`config.mk`:
```
export PLATFORM = sky130hd
export DESIGN_NAME = hvac_sequencer_flat
export DESIGN_NICKNAME = d
export VERILOG_FILES = /design/src/rtl/hvac_sequencer_if.sv /design/src/rtl/hvac_sequencer.sv /design/src/flat_wrapper.sv
export SDC_FILE = /design/constraint.sdc
export NUM_CORES = 1
export LEC_CHECK = 0
export CORE_UTILIZATION = 40
export DETAILED_ROUTE_END_ITERATION = 16
export PLACE_DENSITY_LB_ADDON = 0.1
export SYNTH_ARGS = -nofsm -noshare
export SYNTH_HDL_FRONTEND = slang
export SYNTH_SLANG_ARGS = --single-unit
```
`constraint.sdc`:
```
create_clock -name slowclock1 -period 2.55 [get_ports slowclock1]
set_input_delay 0.51 -clock slowclock1 [delete_from_list [all_inputs] [get_ports slowclock1]]
set_output_delay 0.51 -clock slowclock1 [all_outputs]
set_load 0.05 [all_outputs]
```
`src/rtl/hvac_sequencer_if.sv`:
```
// Thermostat-to-sequencer bundle: temperatures and mode in, actuator drives and status out.
// Define HVAC_FAN_CONT_EN to add the fan_cont continuous-fan request.
`timescale 1ns/1ps
interface hvac_sequencer_if;
    logic [1:0] mode;
    logic [7:0] current;
    logic [7:0] desired;
`ifdef HVAC_FAN_CONT_EN
    logic       fan_cont;
`endif
    logic       heat_on;
    logic       cool_on;
    logic       fan_on;
    logic       fault;
    logic [2:0] state;

    modport master (
        output mode, current, desired,
`ifdef HVAC_FAN_CONT_EN
        output fan_cont,
`endif
        input  heat_on, cool_on, fan_on, fault, state
    );

    modport slave (
        input  mode, current, desired,
`ifdef HVAC_FAN_CONT_EN
        input  fan_cont,
`endif
        output heat_on, cool_on, fan_on, fault, state
    );
endinterface

```
`src/rtl/hvac_sequencer.sv`:
```
// HVAC heat/cool/fan sequencer with hysteresis, minimum run, fan purge and lockout; drives registered 1 edge after decision.
// No backpressure: inputs are sampled every slowclock1 edge. HVAC_FAN_CONT_EN adds the continuous-fan override.
`timescale 1ns/1ps
module hvac_sequencer #(
    parameter int HYST      = 2,
    parameter int MIN_RUN   = 8,
    parameter int FAN_PURGE = 3,
    parameter int MIN_OFF   = 4,
    parameter int TMAX      = 99
) (
    input  logic               slowclock1,
    input  logic               Reset,
    hvac_sequencer_if.slave    bus
);
    typedef enum logic [2:0] {
        S_IDLE    = 3'd0,
        S_HEAT    = 3'd1,
        S_COOL    = 3'd2,
        S_PURGE   = 3'd3,
        S_LOCKOUT = 3'd4
    } state_t;

    localparam logic [8:0] L_HYST    = 9'(HYST);
    localparam logic [7:0] L_TMAX    = 8'(TMAX);
    localparam logic [7:0] L_RUN_M1  = 8'(MIN_RUN - 1);
    localparam logic [7:0] L_PURG_M1 = 8'(FAN_PURGE - 1);
    localparam logic [7:0] L_OFF_M1  = 8'(MIN_OFF - 1);

    state_t     r_state;
    state_t     w_next;
    logic [7:0] r_timer;
    logic       r_heat, r_cool, r_fan, r_fault;
    logic       w_heat_d, w_cool_d, w_fan_d;
    logic       w_flt, w_heat_ok, w_cool_ok, w_run_done;
    logic [8:0] w_cur9, w_des9;

    assign w_cur9     = {1'b0, bus.current};
    assign w_des9     = {1'b0, bus.desired};
    assign w_flt      = (bus.current > L_TMAX) || (bus.desired > L_TMAX);
    assign w_heat_ok  = ((w_cur9 + L_HYST) < w_des9) && bus.mode[0] && !w_flt;
    assign w_cool_ok  = (w_cur9 > (w_des9 + L_HYST)) && bus.mode[1] && !w_flt;
    assign w_run_done = (r_timer >= L_RUN_M1);

    // Aborts (mode withdrawn or fault) bypass the minimum run time.
    always_comb begin
        w_next = r_state;
        case (r_state)
            S_IDLE: begin
                if (w_heat_ok)
                    w_next = S_HEAT;
                else if (w_cool_ok)
                    w_next = S_COOL;
            end
            S_HEAT: begin
                if (!bus.mode[0] || w_flt || ((w_cur9 >= w_des9) && w_run_done))
                    w_next = S_PURGE;
            end
            S_COOL: begin
                if (!bus.mode[1] || w_flt || ((w_cur9 <= w_des9) && w_run_done))
                    w_next = S_PURGE;
            end
            S_PURGE: begin
                if (r_timer >= L_PURG_M1)
                    w_next = S_LOCKOUT;
            end
            S_LOCKOUT: begin
                if (r_timer >= L_OFF_M1)
                    w_next = S_IDLE;
            end
            default: w_next = S_IDLE;
        endcase
    end

    always_comb begin
        w_heat_d = (w_next == S_HEAT);
        w_cool_d = (w_next == S_COOL);
        w_fan_d  = (w_next == S_HEAT) || (w_next == S_COOL) || (w_next == S_PURGE);
`ifdef HVAC_FAN_CONT_EN
        if (bus.fan_cont)
            w_fan_d = 1'b1;
`endif
    end

    always_ff @(posedge slowclock1 or posedge Reset) begin
        if (Reset) begin
            r_state <= S_IDLE;
            r_timer <= 8'd0;
            r_heat  <= 1'b0;
            r_cool  <= 1'b0;
            r_fan   <= 1'b0;
            r_fault <= 1'b0;
        end else begin
            r_state <= w_next;
            if (w_next != r_state)
                r_timer <= 8'd0;
            else if (r_timer != 8'hFF)
                r_timer <= r_timer + 8'd1;
            r_heat  <= w_heat_d;
            r_cool  <= w_cool_d;
            r_fan   <= w_fan_d;
            r_fault <= w_flt;
        end
    end

    assign bus.heat_on = r_heat;
    assign bus.cool_on = r_cool;
    assign bus.fan_on  = r_fan;
    assign bus.fault   = r_fault;
    assign bus.state   = r_state;
endmodule

```
`src/flat_wrapper.sv`:
```
// flat-port wrapper written by rule: the top's interface ports become plain ports
module hvac_sequencer_flat 
#(
    parameter int HYST      = 2,
    parameter int MIN_RUN   = 8,
    parameter int FAN_PURGE = 3,
    parameter int MIN_OFF   = 4,
    parameter int TMAX      = 99
)
  (slowclock1, Reset, bus_mode, bus_current, bus_desired, bus_heat_on, bus_cool_on, bus_fan_on, bus_fault, bus_state);
  hvac_sequencer_if bus_i ();
  input  logic slowclock1;
  input  logic Reset;
  input wire logic [$bits(bus_i.mode)-1:0] bus_mode;
  input wire logic [$bits(bus_i.current)-1:0] bus_current;
  input wire logic [$bits(bus_i.desired)-1:0] bus_desired;
  output wire logic [$bits(bus_i.heat_on)-1:0] bus_heat_on;
  output wire logic [$bits(bus_i.cool_on)-1:0] bus_cool_on;
  output wire logic [$bits(bus_i.fan_on)-1:0] bus_fan_on;
  output wire logic [$bits(bus_i.fault)-1:0] bus_fault;
  output wire logic [$bits(bus_i.state)-1:0] bus_state;
  assign bus_i.mode = bus_mode;
  assign bus_i.current = bus_current;
  assign bus_i.desired = bus_desired;
  assign bus_heat_on = bus_i.heat_on;
  assign bus_cool_on = bus_i.cool_on;
  assign bus_fan_on = bus_i.fan_on;
  assign bus_fault = bus_i.fault;
  assign bus_state = bus_i.state;
  hvac_sequencer #(.HYST(HYST), .MIN_RUN(MIN_RUN), .FAN_PURGE(FAN_PURGE), .MIN_OFF(MIN_OFF), .TMAX(TMAX)) u_core (.slowclock1(slowclock1), .Reset(Reset), .bus(bus_i));
endmodule
```
Word level (Yosys, flattened, before mapping) --
Index checks and enable logic that the tools add are counted.
Operators by class: $add $sub $neg 3, order comparisons 9, eq/ne operators 9, muxes and demuxes 9, reduce and logical (&&, ||, !) cells 18
Operators by type and width (count):
- $add A8 B2 Y9 const B | 2
- $mux W3 | 6
- $ge A8 B2 Y1 const B | 2
- $gt A8 B7 Y1 const B | 2
- $mux W8 | 2
- $pmux W3 S5 | 1
- $eq A3 B2 Y1 const B | 4
- $gt A8 B9 Y1 | 1
- $lt A9 B8 Y1 | 1
- $add A8 B1 Y8 const B | 1
- $ge A8 B3 Y1 const B | 1
- $ge A8 B8 Y1 | 1
- $le A8 B8 Y1 | 1
- $ne A8 B8 Y1 const B | 1
- $logic_or A1 B1 Y1 | 7
- $eq A3 B1 Y1 const B | 2
- $logic_and A1 B1 Y1 | 6
- $eq A3 B3 Y1 const B | 1
- $logic_not A1 Y1 | 3
- $logic_not A3 Y1 | 1
- $ne A3 B3 Y1 | 1
- $reduce_bool A2 Y1 | 1
Storage, ports and cells: register bits 15, input port bits 20, output and inout port bits 7, logic and storage cells 54

Logic depth before layout (Yosys ltp) --
depth after elaboration 10, depth in mapped cells 11, depth with buffers taken out 10

Worst setup path after synthesis --
Ideal clock, no wire load.
path type input to register, from input port bus_current[1], to register u_core.r_timer[2], library setup time 103 ps, arrival time 2274 ps, required time 2447 ps, slack 172 ps, stages 11, path buffers 1, cells stage by stage ha_1 > nand3_1 > xnor2_1 > ha_1 > o21a_1 > o21ai_0 > a41o_1 > nand2_1 > a31o_1 > buf_6 > o41ai_2
Between the ends: cells in the longest elaborated chain, start to end 9, elaborated cells on any way between the ends 26, those cells by class add/sub (1); order compare (5); eq/ne (1); mux (6); reduce/logical (13)
Ends and longest elaborated chain:
- start: declaration | line flat_wrapper.sv:15 | input wire logic [$bits(bus_i.current)-1:0] bus_current;
- parallel branches: the longest is 6 deep, another holds $add A8 B2 Y9
- $pmux W3 S5 * | line hvac_sequencer.sv:47 | case (r_state)
- net u_core.w_next[1] | line hvac_sequencer.sv:30 | state_t w_next;
- $ne A3 B3 Y1 * | line hvac_sequencer.sv:94 | if (w_next != r_state)
- $mux W8 or $reduce_bool A2 Y1 (tied branches)
- end signal: assignment | line hvac_sequencer.sv:97 | r_timer <= r_timer + 8'd1;
- end: declaration | line hvac_sequencer.sv:31 | logic [7:0] r_timer;
Mark *: on every way through the listed nets, which the timed path passes. A chain may end at the register's enable or synchronous reset.

Worst setup path after layout --
from input port bus_current[0], to register u_core.r_cool (netlist: u_core.bus.cool_on)
Between the ends: cells in the longest elaborated chain, start to end 8, elaborated cells on any way between the ends 24, those cells by class add/sub (1); order compare (5); eq/ne (1); mux (5); reduce/logical (12)
Ends and longest elaborated chain:
- parallel branches: the longest is 6 deep, another holds $add A8 B2 Y9
- $pmux W3 S5 * | line hvac_sequencer.sv:47
- $eq A3 B2 Y1 * | line hvac_sequencer.sv:76 | w_cool_d = (w_next == S_COOL);
- net u_core.w_cool_d | line hvac_sequencer.sv:33 | logic w_heat_d, w_cool_d, w_fan_d;
- end signal: assignment | line hvac_sequencer.sv:99 | r_cool <= w_cool_d;
- end: declaration | line hvac_sequencer.sv:32 | logic r_heat, r_cool, r_fan, r_fault;
Marks and branches as above.

==> impl_metrics.env <==
export IMPL_finalHoldViolCount=0
export IMPL_critPathArrivalTime_ns=2.61
export IMPL_max_cap_violations=0
export IMPL_clk_pin_slew_ns=0.06
export IMPL_cp_top_family="compound AO/OA/AOI/OAI gates"
export IMPL_hp_class="primary input to async pin"
export IMPL_fin_ws_ns=0.0827
export IMPL_hpwl_um=3810
export IMPL_max_freq_mhz=405
export IMPL_status="complete, no violations"
export IMPL_async_flop_share_pct=100
export IMPL_place_area_sq_um=2270
export IMPL_htree_num_levels=1
export IMPL_worst_ir_drop_vdd_uv=295
export IMPL_grt_pass1_wl_um=7820
export IMPL_io_buffer_count=26
export IMPL_dieArea_sq_um=4490
export IMPL_io_pins=27
export IMPL_via_per_inst=5.63
export IMPL_slew_headroom_pct=62.5
export IMPL_drtIter0Drc=91
export IMPL_antenna_cells=0
export IMPL_yosys_warnings=0
export IMPL_cts_root_buf="clkbuf_8"
export IMPL_critPathBufInv=3
export IMPL_crit_fanout=8
export IMPL_p_leak_nw=1.15
export IMPL_max_stage_delay_ns=0.46
export IMPL_die_w_um=67.0
export IMPL_synthesis_area_sq_um=1690
export IMPL_stdcell_count=319
export IMPL_grt_ovfl_total=0
export IMPL_syn_avg_cell_area_sq_um=8.32
export IMPL_fin_skew_ns=0.00207
export IMPL_clockBufferDepth=2
export IMPL_worstSetupEndpointType="flip-flop"
export IMPL_rrSetupSlack_ns=0.27
export IMPL_grt_max_degree=16
export IMPL_drtAntennaViolNets=0
export IMPL_synth_top_area_share_pct=22.2
export IMPL_synth_edf_count=0
export IMPL_pre_cts_ws_ns=-0.727
export IMPL_cts_tree="done"
export IMPL_cts_buffers=3
export IMPL_rows=23
export IMPL_cp_start_kind="primary input"
export IMPL_crit_path_cell_trace="clkdlybuf4s50_1 -> inv_1 -> ha_1 -> nand2b_1 -> a221oi_2 -> o21bai_1 -> a32o_2 -> a31o_4 -> buf_4 -> and2_1"
export IMPL_avgRoutedWirePerCell_um=15.1
export IMPL_ys_seq_area_share_pct=22.2
export IMPL_gp_congestion=0.802
export IMPL_drc=0
export IMPL_synth_top_flop_cell="dfrtp_1"
export IMPL_synth_cell_types=47
export IMPL_holdWs_ns=0.614
export IMPL_max_slew_worst_pin_slew_ns=0.562
export IMPL_cp_data_required_time_ns=2.69
export IMPL_drive_above_1_share_pct=27.1
export IMPL_grt_use_total_pct=23.1
export IMPL_setup_viol=0
export IMPL_synth_nets=249
export IMPL_yosysTopAreaCell="dfrtp_1"
export IMPL_start_util_pct=41.9
export IMPL_dr_pass1_iters=4
export IMPL_ys_ff_latch=15
export IMPL_path_class="primary input to flip-flop"
export IMPL_critPathSlowestCell="clkdlybuf4s50_1"
export IMPL_die_h_um=67.0
export IMPL_final_util_pct=60.5
export IMPL_synth_area_leaders="dfrtp_1 22%, ha_1 19%, xnor2_1 5.7%"
export IMPL_wl_um=4820
export IMPL_p_per_area_nw_per_um2=630
export IMPL_post_route_period_util_pct=96.8
export IMPL_synthCells=203
export IMPL_rsz0062_at_grt="no"
export IMPL_synthToLayoutAreaGrowth_pct=44.4
export IMPL_cts_hold_buf=0
export IMPL_vias=1797
export IMPL_core_sq_um=4030
export IMPL_drv_slew=0
export IMPL_clk_latency_ns=0.25
export IMPL_first_global_vias=1781
export IMPL_clkSinkCount=15
export IMPL_grt_antenna_before_repair=0
export IMPL_final_cell_area_sq_um=2440
export IMPL_dp_cells=312
export IMPL_post_route_min_period_ns=2.47
export IMPL_fin_nets=316
==> power by group <==
group          leakage, nW  internal [mW]  total [mW]  switching (mW)
clock               0.0228          0.111       0.192          0.0817
sequential           0.190          0.294       0.371          0.0771
combinational        0.934          0.412       0.973           0.560
total                 1.15          0.817        1.54           0.719
==> cell usage after synthesis (2+ instances only) <==
cell and instances:
o311a_1 2, o21a_1 2, nand2_1 15, nor3_1 4, or4bb_1 3, o31ai_1 2, o21ai_1 3, nor2b_1 2
ha_1 26, and3_1 3, a21o_1 2, a211oi_1 3, nand2b_1 2, o41ai_1 2, and2_1 2, clkbuf_1 3
o21bai_1 2, nor2_1 15, nand3_1 14, xnor2_1 11, inv_1 18, dfrtp_1 15, xor2_1 2, a21oi_1 7
o21ai_0 7, nand4_1 15
==> cell families after synthesis <==
kind of cell,after synthesis,share of synthesized area [%]
simple gates,81,26.5
compound gates,45,19.3
fa+ha+maj,26,19.3
buf+inv,22,5.33
flops,15,22.2
xor+xnor,13,6.74
mux,1,0.593
==> what timing repair did <==
| item | 4_1_cts | 5_1_grt |
|---|---|---|
| gates resized for setup | 21 | 31 |
| buffers inserted | 2 | 1 |
| setup endpoints to repair | 13 | 13 |
| pin swaps | 14 | 15 |
==> worst reg2reg max path: stages, from the launching register on <==
cell and delay [ns]:
dfrtp_1 0.42, nor4_1 0.52, and2_1 0.24, nand2_1 0.13, a32o_2 0.31, a31o_4 0.25
buf_4 0.15, and2_1 0.14
==> stage by stage <==
stage          TNS [ns]  power, mW
2_1_floorplan         0      0.952
4_1_cts        -0.00651       1.48
3_5_place_dp      -6.99       1.24
3_3_place_gp      -6.67       1.21
6_report              0       1.54
5_1_grt               0       1.64
==> path summary, 6_finish.rpt <==
kind                            cells after the start                start             endpoint
worst max-delay path                               10       bus_current[0]   u_core.bus.cool_on
max in group asynchronous                           2                Reset    u_core.r_timer[4]
worst min register to register                      1  u_core.bus.state[2]  u_core.bus.state[2]
min in group slowclock1                             1  u_core.bus.state[2]  u_core.bus.state[2]
worst max register to register                      7    u_core.r_timer[4]   u_core.bus.cool_on
worst min-delay path                                2                Reset    u_core.bus.fan_on
==> per-layer routing <==
| layer | share of wire [%] | GRT usage (%) | vias up |
|---|---|---|---|
| met1 | 40 | 23.9 | 859 |
| met4 | 2.4 | 10.9 | 0 |
| met3 | 1.6 | 1.54 | 11 |
| met2 | 56 | 45.7 | 35 |
| li1 | - | - | 892 |
| met5 | 0 | 0 | - |
==> sequential cells by signal, indices dropped and copies added (netlist names) <==
register	count
u_core.bus.cool_on	1
u_core.bus.fan_on	1
u_core.bus.fault	1
u_core.bus.heat_on	1
u_core.bus.state	3
u_core.r_timer	8
==> cell usage in the layout, fill, tap and decap left out, types with 3 or more instances in the layout <==
cell             instances
buf_4                   40
ha_1                    22
nand2_1                 15
nand4_1                 15
nor2_1                  15
inv_1                   15
dfrtp_1                 15
nand3_1                 14
clkdlybuf4s50_1         13
xnor2_1                  9
a21oi_1                  7
o21ai_1                  6
clkbuf_2                 5
dlygate4sd2_1            4
a211oi_2                 3
and3_1                   3
inv_2                    3
o21ai_0                  3
clkbuf_8                 3
dlymetal6s2s_1           3
==> cell type report <==
class / instances / area, sq um
flip-flops and latches: 15 / 375
clock buffers: 4 / 45.0
fillers: 367 / 1590
well taps: 50 / 62.6
repair buffers: 66 / 538
inverters: 18 / 67.6
multi-input cells: 166 / 1350
Note: power is estimated with default switching activity, not from simulation.
